===== src/rtl/vx_tensor_wb_serializer.sv =====
// Two-entry tile buffer between the tensor DPU and register-file writeback.
// Each buffered 4x4 fp32 tile is streamed out one row per valid/ready beat.
module vx_tensor_wb_serializer #(
  parameter int unsigned TAG_WIDTH = 8,
  parameter int unsigned DEPTH     = 2
) (
  input  logic                        clk,
  input  logic                        reset,
  input  logic                        valid_in,
  input  logic [3:0][3:0][31:0]       D_tile,
  input  logic [TAG_WIDTH-1:0]        tag_in,
  output logic                        stall,
  output logic                        wb_valid,
  input  logic                        wb_ready,
  output logic [3:0][31:0]            wb_data,
  output logic [1:0]                  wb_row,
  output logic [TAG_WIDTH-1:0]        wb_tag,
  output logic                        wb_last
);

  localparam int unsigned ROWS    = 4;
  localparam int unsigned COLS    = 4;
  localparam int unsigned WORD_W  = 32;
  localparam int unsigned CNT_W   = 2;
  localparam int unsigned ROW_W   = 2;
  localparam logic [CNT_W-1:0] FULL     = CNT_W'(2);
  localparam logic [ROW_W-1:0] LAST_ROW = ROW_W'(ROWS - 1);

  typedef logic [ROWS-1:0][COLS-1:0][WORD_W-1:0] tile_t;

  if (DEPTH != 2) begin : g_depth_check
    $error("vx_tensor_wb_serializer: only DEPTH == 2 is supported");
  end

  logic [CNT_W-1:0]     count_q, count_d;
  logic                 wr_ptr_q, wr_ptr_d;
  logic                 rd_ptr_q, rd_ptr_d;
  logic [ROW_W-1:0]     row_q, row_d;
  tile_t                tile_mem_q [2];
  logic [TAG_WIDTH-1:0] tag_mem_q  [2];

  logic push_c;
  logic fire_c;
  logic pop_c;

  // stall depends only on registered occupancy, never on valid_in/wb_ready
  assign stall    = (count_q == FULL);
  assign wb_valid = (count_q != CNT_W'(0));
  assign wb_data  = tile_mem_q[rd_ptr_q][row_q];
  assign wb_tag   = tag_mem_q[rd_ptr_q];
  assign wb_row   = row_q;
  assign wb_last  = (row_q == LAST_ROW);

  assign push_c = valid_in && !stall;
  assign fire_c = wb_valid && wb_ready;
  assign pop_c  = fire_c && (row_q == LAST_ROW);

  // Next-state for pointers, row counter and occupancy
  always_comb begin
    count_d  = count_q;
    wr_ptr_d = wr_ptr_q;
    rd_ptr_d = rd_ptr_q;
    row_d    = row_q;
    if (push_c) begin
      wr_ptr_d = ~wr_ptr_q;
    end
    if (fire_c) begin
      row_d = row_q + ROW_W'(1);
    end
    if (pop_c) begin
      rd_ptr_d = ~rd_ptr_q;
    end
    case ({push_c, pop_c})
      2'b10:   count_d = count_q + CNT_W'(1);
      2'b01:   count_d = count_q - CNT_W'(1);
      default: count_d = count_q;
    endcase
  end

  always_ff @(posedge clk or posedge reset) begin
    if (reset) begin
      count_q  <= '0;
      wr_ptr_q <= 1'b0;
      rd_ptr_q <= 1'b0;
      row_q    <= '0;
    end else begin
      count_q  <= count_d;
      wr_ptr_q <= wr_ptr_d;
      rd_ptr_q <= rd_ptr_d;
      row_q    <= row_d;
    end
  end

  // Payload storage carries no reset; occupancy alone decides validity
  always_ff @(posedge clk) begin
    if (push_c) begin
      tile_mem_q[wr_ptr_q] <= D_tile;
      tag_mem_q[wr_ptr_q]  <= tag_in;
    end
  end

endmodule


===== config.mk =====
export PLATFORM = sky130hd
export DESIGN_NAME = vx_tensor_wb_serializer
export DESIGN_NICKNAME = d
export VERILOG_FILES = /design/src/rtl/vx_tensor_wb_serializer.sv
export SDC_FILE = /design/constraint.sdc
export NUM_CORES = 1
export LEC_CHECK = 0
export BUFFER_PORTS_ARGS = -buffer_cell sky130_fd_sc_hd__buf_2
export CAP_MARGIN = 20
export CORE_ASPECT_RATIO = 1.25
export CORE_MARGIN = 1
export CORE_UTILIZATION = 25
export DETAILED_ROUTE_END_ITERATION = 6
export PLACE_DENSITY = 0.45
export RECOVER_POWER = 100
export SYNTH_ARGS = -nofsm -noshare
export SYNTH_HDL_FRONTEND = slang
export SYNTH_SLANG_ARGS = --single-unit

===== constraint.sdc =====
create_clock -name clk -period 26.4 [get_ports clk]
set_input_delay 2.64 -clock clk [delete_from_list [all_inputs] [get_ports clk]]
set_output_delay 2.64 -clock clk [all_outputs]
set_load 0.05 [all_outputs]

### Word level (Yosys, flattened, before mapping)

Memory sizes are Yosys's and may differ from the RTL's.
Cells that the tools add are included.

| word-level totals | value |
|---|---|
| output and inout bits | 141 |
| memories kept | 2 |
| register bits | 6 |
| bits of input ports | 524 |
| bits in writable memories | 1,040 |
| word-level logic and storage cells | 27 |

| cells by class | value |
|---|---|
| mux-type cells | 5 |
| magnitude comparators | 1 |
| bitwise operators | 2 |
| $add $sub $neg | 3 |
| reduce and logical (&&, ||, !) cells | 6 |
| eq/ne operators | 4 |

Memories:

| name | depth | width | read ports | clocked after Yosys merged registers in | wr ports | line | text |
|---|---|---|---|---|---|---|---|
| tile_mem_q | 2 | 512 | 1 | 0 | 1 | 39 | `tile_t tile_mem_q [2];` |
| tag_mem_q | 2 | 8 | 1 | 0 | 1 | 40 | `logic [TAG_WIDTH-1:0] tag_mem_q [2];` |

Operators by type and width:

| cell | count |
|---|---|
| $bmux 128 s2 | 1 |
| $mux 128 | 1 |
| $eq 2x2->1 const B | 3 |
| $add 2x1->2 const B | 2 |
| $pmux 2 s2 | 1 |
| $reduce_bool 2->1 | 2 |
| $logic_and 1x1->1 | 3 |
| $lt 2x3->1 const B | 1 |
| $eq 2x1->1 const B | 1 |
| $mux 1 | 2 |
| $not 1->1 | 2 |
| $sub 2x1->2 const B | 1 |
| $logic_not 1->1 | 1 |

### Depth between registers and ports, before layout

Gate-level depths: netlist (run 1).

| depth | value |
|---|---|
| word-level depth | 5 |
| gate-level depth with buffers | 6 |

### Worst setup path before layout (run 1)

No wires, ideal clock.

| path | value |
|---|---|
| path type | input -> register |
| from | input port valid_in |
| to | memory tag_mem_q[0][0], enable pin |
| buffers on the path | 0 |
| cell stages on the path | 2 |
| path slack | 0.747 ns |
| arrival time | 24.238 ns |
| library setup time | 1.415 ns |
| data required time | 24.985 ns |
| cells stage by stage | nand2_1 nor2_1 |

| on the way | value |
|---|---|
| cells in the longest elaborated chain, start to end | 3 |

Ends and longest elaborated chain:

| item | line | text |
|---|---|---|
| from (decl) | 9 | `input logic valid_in,` |
| $logic_and 1x1->1 | 54 | `assign push_c = valid_in && !stall;` |
| $mux 1 | 96 | `if (push_c) begin` |
| $mux 1 (implied by the code) | 98 | `tag_mem_q[wr_ptr_q] <= tag_in;` |
| to (decl) | 40 |  |

Every way passes these cells.

### Worst setup path after layout (run 1)

| path | value |
|---|---|
| from | input port valid_in |
| to | memory tile_mem_q[0][188] (netlist bit), enable pin |

| on the way | value |
|---|---|
| cells in the longest elaborated chain, start to end | 3 |

Ends and longest elaborated chain:

| item | line | text |
|---|---|---|
| $logic_and 1x1->1 | 54 |  |
| $mux 1 | 96 |  |
| $mux 1 (implied by the code) | 97 | `tile_mem_q[wr_ptr_q] <= D_tile;` |
| to (decl) | 39 |  |

Every way passes these cells.

==> results of run 1 <==
## Yosys cell counts (all sizes together) (4+ instances only)
| library cell | instances |
|---|---|
| edfxtp | 1040 |
| mux4 | 256 |
| mux2 | 137 |
| buf | 46 |
| clkbuf | 27 |
| dfrtp | 6 |
| xnor2 | 4 |
## state kept, by name (all words and copies together), names as in the netlist
name and cells:
tag_mem_q 16, count_q 2, rd_ptr_q 1, wb_row 2, tile_mem_q 1024, wr_ptr_q 1
## cell type report
type / instances / area, um2 / share of cell area [%]
antenna: 19 / 47.5 / 0.0986
clock buffer: 118 / 2780 / 5.77
inverter: 2 / 7.51 / 0.0156
sequential: 1046 / 31400 / 65.1
tap: 2062 / 2580 / 5.35
clock inverter: 87 / 848 / 1.76
timing repair buffer: 692 / 2880 / 5.97
multi-input combinational: 409 / 7680 / 15.9
## logic make-up after synthesis
group | count (synthesis) | share of synthesized area (%)
xor gates and xnor gates | 6 | 0.133
adders and majority gates | 2 | 0.0631
buffers and inverters | 75 | 1.46
DFF | 1046 | 79.2
muxes | 393 | 19.1
and+or+nand+nor | 8 | 0.101
## through the flow
step | cells | setup WS, ns | util, % | hold WS [ns] | total power [W]
CTS | 4415 | 17.42 | 31.0 | 0.498 | 0.00632
global placement | 4210 | 18.40 | 28.7 | 0.477 | 0.00469
global route | 4429 | 9.42 | 30.6 | 0.526 | 0.00650
detailed placement | 4210 | 18.28 | 28.7 | 0.483 | 0.00474
finish | 4435 | 10.88 | 30.6 | 0.493 | 0.00621
floorplan | 1530 | 0.747 | - | 0.457 | 0.00445
## worst max-delay path, stage by stage
cell,delay [ns]
buf_2,0.08
nand2_1,0.10
nor2_1,0.56
clkbuf_1,1.31
clkbuf_1,2.11
clkbuf_1,2.82
clkbuf_1,2.84
clkbuf_1,3.06
## power by group
part	leakage (nW)	switching, W	internal [W]
Sequential	9.73	0.000130	0.00231
Clock	1.78	0.000652	0.000901
Combinational	3.89	0.00147	0.000739
## metal layers
metal  up-vias  global-route usage (%)  wire length (um)  part of all wire (%)
met4        82                    4.40              2800                   2.8
met3       247                    4.97              8490                   8.6
met1      9543                    11.9             33300                    34
met5         -                       0               532                  0.54
met2       591                    22.1             53100                    54
li1       8171                       -                 -                     -
## final timing paths
check / endpoint / slack, ns
max: tile_mem_q[0][188] / 10.88
min: count_q[1] / 0.49
max reg2reg: tile_mem_q[0][188] / 12.30
min reg2reg: count_q[1] / 0.49
max in group asynchronous: rd_ptr_q / 24.35
min in group asynchronous: count_q[1] / 1.85
==> qor.yml, run 1 <==
timing:
  fmax_ghz: 0.0644
  grt_setup_unrepaired: "no"
  slew-limit-headroom_pct: -180
  fin_skew_ns: 0.0240
  finalHoldViolations: 0
  fin_tns_setup_ns: 0
  period_share_pct: 58.8
  final_max_slew_viol_count: 1427
  tightestPinTransition_ns: 4.20
  setup_violations: 0
  fin_crit_ns: 15.52
run:
  maxCapViolCount: 26
setup_path:
  criticalPathCategory: "in2reg"
  cp-start-kind: "primary input"
  reg2regPathDepth: 8
  crit_start: "valid_in"
  worstPathArrival_ns: 15.73
  path_max_fanout: 70
  cp-end-kind: "register"
  reg2reg_from: "count_q[0]"
  required_ns: 26.62
clock_tree:
  clk_path_buf_depth: 3
  clkSinkCount: 1046
  cts_setup_buffers: 0
  clock_tree.root_cell: "clkbuf_16"
  cts_hold_buf: 0
  htreeDepth: 3
  numCtsBuffers: 109
  ctsResizeCount: 0
  cts_tree: "built"
  cts.reportedPaths.clkPinSlew_ns: 0.06
  clk-insertion-delay-late_ns: 0.71
floorplan:
  core_area_mm2: 0.158
  die_y_um: 447
  initial_core_util_pct: 25.1
  rows: 163
  dieArea_mm2: 0.160
  pin_count: 665
  die_w_um: 358
synthesis:
  synth_area_mm2: 0.0396
  synth_seq_cells: 1046
  synth_top_flop_cell: "edfxtp_1"
  netlist.top_cell.by_area: "edfxtp_1"
  syn_avg_cell_area_um2: 25.9
  synthArstFlopShare_pct: 0.574
  synth_nets: 2056
  yosysTopAreaCellShare_pct: 78.8
  synth_cells: 1530
  synth_area_leaders: "edfxtp_1, mux4_2, mux4_1, mux2_2, buf_8"
  seq_area_frac_synth_pct: 79.2
  synth_edf_count: 1040
  yosys_warnings: 0
  ys_types: 20
drt:
  ant_nets: 0
  wl_per_cell_um: 22.2
  vias: 18600
  viasPerCell: 4.20
  drt_iter0_markers: 1038
  drc: 0
  first_pass_iters: 4
  routed_wl_um: 98300
finish:
  stdcell_area_mm2: 0.0482
  fill_cells: 15400
  layout_common_cells: "edfxtp_1, clkbuf_1, buf_2"
  mostFrequentLayoutCell: "edfxtp_1"
  nets: 2786
  syn_to_final_growth_pct: 21.6
  drive_gt1_share_pct: 29.8
global_routing:
  grt-ovfl-total: 0
  grt_use_total_pct: 12.0
  grt_pass1_wl_um: 139000
  antenna_found_initial: 74
  grt_max_degree: 82
  grt_pass1_vias: 20800
power_and_ir_drop:
  ir_worst_vdd_uv: 77.4
  power_density_mw_per_mm2: 129
  p_leak_nw: 15.4
worst_hold_path:
  holdPathStages: 1
  min-delay-start: "count_q[1]"
  hold_path.class: "reg2reg"
placement:
  place_area_mm2: 0.0452
  placement.io_buffers: 664
  place.gp.congestion: 0.733
  dp_hpwl_um: 66700
outcome:
  violations: "max-capacitance violations, max-slew violations"
  status: "complete, but fails checks"
Power figures use the tool's default switching activity.
==> run 2: changes to the inputs <==
- PLACE_DENSITY: 0.45 -> 0.46
- clock period: 26.4 -> 14 ns (I/O delays scaled with it)
==> run 2 against run 1 <==
Net effect: sequential share of layout area rose by 0.18 points; the flow still finishes with violations (max-capacitance violations, max-slew violations); final cell count fell by 0.29%; non-clock buffer count fell by 4; combinational power rose by 87%; largest power group unchanged; setup slack got worse by 6.1 ns.
==> qor.yml, run 2 (synthesized netlist as in run 1, its figures left out) <==
floorplan:
  die_w_um: 358
  core_area_mm2: 0.158
  rows: 163
  initial_core_util_pct: 25.1
  dieArea_mm2: 0.160
  die_y_um: 447
  pin_count: 665
setup_path:
  criticalPathCategory: "reg2out"
  worstPathArrival_ns: 7.80
  cp-start-kind: "register"
  cp-end-kind: "output pin"
  critPathBufInv: 3
  slowest_stage: "clkbuf_1"
  crit_family: "buffers and inverters"
  crit_path_max_incr_delay_ns: 3.01
  path_cells: "clkbuf_1, buf_12, mux4_1, mux2_2, clkbuf_1"
  reg2reg_from: "count_q[0]"
  crit_top_cell: "clkbuf_1"
  path_max_fanout: 88
  required_ns: 12.60
  crit_start: "rd_ptr_q"
power_and_ir_drop:
  p_total_w: 0.0116
  p_leak_nw: 15.3
  ir_worst_vdd_uv: 170
  power_density_mw_per_mm2: 241
drt:
  drc: 0
  first_pass_iters: 5
  drt_iter0_markers: 1038
  vias: 18800
  routed_wl_um: 98300
  viasPerCell: 4.25
  ant_nets: 0
  wl_per_cell_um: 22.2
clock_tree:
  cts_tree: "built"
  clk_path_buf_depth: 3
  htreeDepth: 3
  clock_tree.root_cell: "clkbuf_16"
  cts.reportedPaths.clkPinSlew_ns: 0.06
  clkSinkCount: 1046
  cts_hold_buf: 0
  numCtsBuffers: 110
  clk-insertion-delay-late_ns: 0.73
  cts_setup_buffers: 0
  ctsResizeCount: 0
placement:
  dp_hpwl_um: 66100
  place.gp.congestion: 0.752
  dp.cells: 4207
  placement.io_buffers: 664
global_routing:
  antenna_found_initial: 74
  grt_pass1_wl_um: 140000
  grt_max_degree: 138
  grt_pass1_vias: 21100
  grt-ovfl-total: 0
  grt_use_total_pct: 12.1
finish:
  drive_gt1_share_pct: 28.9
  syn_to_final_growth_pct: 21.3
  largest_reg_flops: 1024
  reg.largest.list: "tile_mem_q x1024, tag_mem_q x16"
  stdcell_count: 4422
  mostFrequentLayoutCell: "edfxtp_1"
  layout_common_cells: "edfxtp_1, clkbuf_1, mux4_2"
  regMostFlops: "tile_mem_q"
  nets: 2783
timing:
  finalHoldViolations: 0
  fin_crit_ns: 9.20
  fin_tns_setup_ns: 0
  tightestPinTransition_ns: 4.30
  fin_skew_ns: 0.0277
  period_share_pct: 65.7
  grt_setup_unrepaired: "no"
  setup_violations: 0
  holdWs_ns: 0.509
  fmax_ghz: 0.109
  slew-limit-headroom_pct: -187
  final_max_slew_viol_count: 826
run:
  maxCapViolCount: 16
worst_hold_path:
  min-delay-start: "wr_ptr_q"
  hold_path.class: "reg2reg"
outcome:
  violations: "max-capacitance violations, max-slew violations"
  status: "complete, but fails checks"
-- run 2: cell types whose count changed in the layout (fill, tap and decap cells not counted), moves of 2 or more --
| cell | previous run | this run |
|---|---|---|
| inv_6 | 3 | 6 |
| clkinv_4 | 5 | 3 |
| clkinv_2 | 29 | 18 |
| inv_8 | 2 | 0 |
| diode_2 | 19 | 14 |
| bufinv_16 | 14 | 10 |
| buf_4 | 5 | 10 |
| buf_2 | 196 | 186 |
| clkinvlp_4 | 9 | 1 |
| clkinv_1 | 23 | 26 |
| clkbuf_1 | 496 | 508 |
| clkbuf_8 | 0 | 4 |
| buf_12 | 1 | 3 |
-- run 2: per-layer routing --
layer / vias up / routed length, um / global-route usage, % / share of wire (%)
met5: - / 610 / 0 / 0.62
met3: 248 / 8470 / 5.08 / 8.6
met2: 570 / 51300 / 21.4 / 52
met1: 9738 / 35000 / 12.4 / 36
li1: 8157 / - / - / -
met4: 96 / 2950 / 4.73 / 3.0
-- run 2: metrics by stage --
stage	utilization [%]	area [um2]	worst slack [ns]
detailed placement	28.7	45200	8.62
finish	30.5	48100	4.80
global route	30.5	48100	3.79
global placement	28.7	45200	8.71
floorplan	-	39600	4.31
CTS	30.9	48700	7.79
-- run 2: power by group --
| group | internal [W] | switching (W) | leakage [nW] | total, W |
|---|---|---|---|---|
| Sequential | 0.00433 | 0.000239 | 9.73 | 0.00457 |
| Clock | 0.00165 | 0.00120 | 1.71 | 0.00285 |
| Combinational | 0.00138 | 0.00277 | 3.90 | 0.00414 |
| Total | 0.00736 | 0.00421 | 15.3 | 0.0116 |
-- run 2: area by class of cell --
type	instances	area, um2
fillers	15500	110000
flip-flops and latches	1046	31400
multi-input cells	409	7680
clock buffers	137	2920
repair buffers	688	2900
well taps	2062	2580
clock inverters	64	574
diodes	14	35.0
inverters	2	7.51
-- run 2: final timing paths --
path | cells past startpoint | slack (ns) | endpoint
setup / recovery | 5 | 4.80 | wb_data[63]
hold / removal | 1 | 0.51 | wr_ptr_q
setup reg to reg | 5 | 5.02 | tile_mem_q[1][434]
hold reg to reg | 1 | 0.51 | wr_ptr_q
max in group asynchronous | 2 | 13.21 | wb_row[0]
min in group asynchronous | 2 | 0.58 | wr_ptr_q
==> run 3: changes to the inputs <==
- PLACE_DENSITY: 0.46 -> 0.45
- clock period: 14 -> 8.9 ns (I/O delays scaled with it)
==> run 3 against run 2 <==
Net effect: the flow still finishes with violations (max-capacitance violations, max-slew violations); first-iteration DRC count decreased by 6.5%; largest power group unchanged; via count decreased by 0.55%; combinational power increased by 59%; core utilization increased by 0.13 points; sequential share of layout area decreased by 0.29 points; global-route usage decreased by 0.11 points; critical path type unchanged; flip-flop and latch count unchanged.
==> qor.yml, run 3 (synthesized netlist as in run 1, its figures left out) <==
outcome:
  status: "complete, but fails checks"
  violations: "max-capacitance violations, max-slew violations"
finish:
  stdcell_area_mm2: 0.0483
  nets: 2780
  mostFrequentLayoutCell: "edfxtp_1"
  largest_reg_flops: 1024
  layout_common_cells: "edfxtp_1, clkbuf_1, buf_2"
  reg.largest.list: "tile_mem_q x1024, tag_mem_q x16"
  syn_to_final_growth_pct: 21.8
  fin_util_pct: 30.6
  drive_gt1_share_pct: 30.8
  regMostFlops: "tile_mem_q"
floorplan:
  core_area_mm2: 0.158
  dieArea_mm2: 0.160
  die_y_um: 447
  pin_count: 665
  rows: 163
  die_w_um: 358
  initial_core_util_pct: 25.1
drt:
  ant_nets: 0
  viasPerCell: 4.23
  drc: 0
  wl_per_cell_um: 22.1
  first_pass_iters: 4
  drt_iter0_markers: 971
  routed_wl_um: 98000
  vias: 18700
timing:
  setup_violations: 0
  tightestPinTransition_ns: 3.99
  finalHoldViolations: 0
  grt_setup_unrepaired: "no"
  fin_crit_ns: 6.39
  slew-limit-headroom_pct: -166
  fin_tns_setup_ns: 0
  fmax_ghz: 0.156
  fin_skew_ns: 0.0246
  final_max_slew_viol_count: 506
  period_share_pct: 71.8
setup_path:
  required_ns: 8.01
  rrSetupSlack_ns: 2.59
  worstPathArrival_ns: 5.50
  reg2regPathDepth: 3
  cp-end-kind: "output pin"
  criticalPathCategory: "reg2out"
  cp-start-kind: "register"
  path_max_fanout: 42
clock_tree:
  cts.reportedPaths.clkPinSlew_ns: 0.06
  clk_path_buf_depth: 3
  cts_tree: "built"
  cts_setup_buffers: 0
  clk-insertion-delay-late_ns: 0.73
  htreeDepth: 3
  cts_hold_buf: 1
  numCtsBuffers: 109
  clock_tree.root_cell: "clkbuf_16"
  clkSinkCount: 1046
  ctsResizeCount: 0
global_routing:
  antenna_found_initial: 80
  grt_pass1_vias: 20800
  grtUsageMet3_pct: 4.50
  grt_pass1_wl_um: 138000
  met1_usage_pct: 12.0
  met2_usage_pct: 21.6
  grt_use_total_pct: 12.0
  grt.busiest_layer: "met2"
  grt_max_degree: 147
  grt-ovfl-total: 0
power_and_ir_drop:
  power_density_mw_per_mm2: 378
  p_leak_nw: 15.5
  ir_worst_vdd_uv: 281
placement:
  placement.io_buffers: 664
  place_area_mm2: 0.0453
  place.gp.congestion: 0.742
  dp_hpwl_um: 65400
worst_hold_path:
  hold_path.class: "in2reg"
  holdPathStages: 1
run:
  maxCapViolCount: 9
[run 3: changes by cell type in the layout (fill, tap and decap cells not counted), moves of 4 or more]
cell	change
buf_12	+6
clkinv_1	-7
buf_2	+38
clkinv_2	-6
clkbuf_1	-41
diode_2	+10
clkinvlp_4	+6
clkbuf_8	-4
[run 3: report_power, final]
group          internal, W  switching [W]  total, W
clock              0.00264        0.00190   0.00454
sequential         0.00679       0.000338   0.00713
combinational      0.00216        0.00441   0.00657
total               0.0116        0.00665    0.0182
[run 3: worst paths after layout]
kind / from / end
setup / recovery: wb_row[0] / wb_data[83]
hold / removal: D_tile[246] / tile_mem_q[0][246]
setup reg to reg: count_q[0] / tile_mem_q[1][356]
hold reg to reg: wr_ptr_q / wr_ptr_q
max in group asynchronous: reset / count_q[0]
min in group asynchronous: reset / wb_row[1]
[run 3: per-layer routing]
layer / vias up / part of all wire, % / wire length (um)
li1: 8169 / - / -
met4: 66 / 3.6 / 3530
met1: 9642 / 35 / 33800
met3: 241 / 8.2 / 8030
met2: 587 / 53 / 52100
met5: - / 0.44 / 433
[run 3: through the flow]
stage	hold WS (ns)	worst slack [ns]	std cells	total power (W)
final	0.346	2.51	4424	0.0182
after detailed placement	0.500	4.65	4204	0.0141
after global placement	0.472	4.69	4204	0.0139
after CTS	0.233	3.79	4400	0.0187
after global routing	0.273	1.90	4417	0.0191
after floorplan	0.457	-0.128	1530	0.0126
[run 3: cell type report]
class / instances / area [um2]
antenna: 24 / 60.1
clock buffer: 133 / 2840
clock inverter: 62 / 688
fill: 15400 / 109000
inverter: 2 / 7.51
multi-input combinational: 409 / 7700
sequential: 1046 / 31400
tap: 2062 / 2580
timing repair buffer: 686 / 3040
[run 3: critical path, stage by stage (launching register included)]
cell	delay, ns
dfrtp_1	1.32
clkbuf_1	1.60
buf_4	0.79
mux2_2	0.29
clkbuf_1	0.56
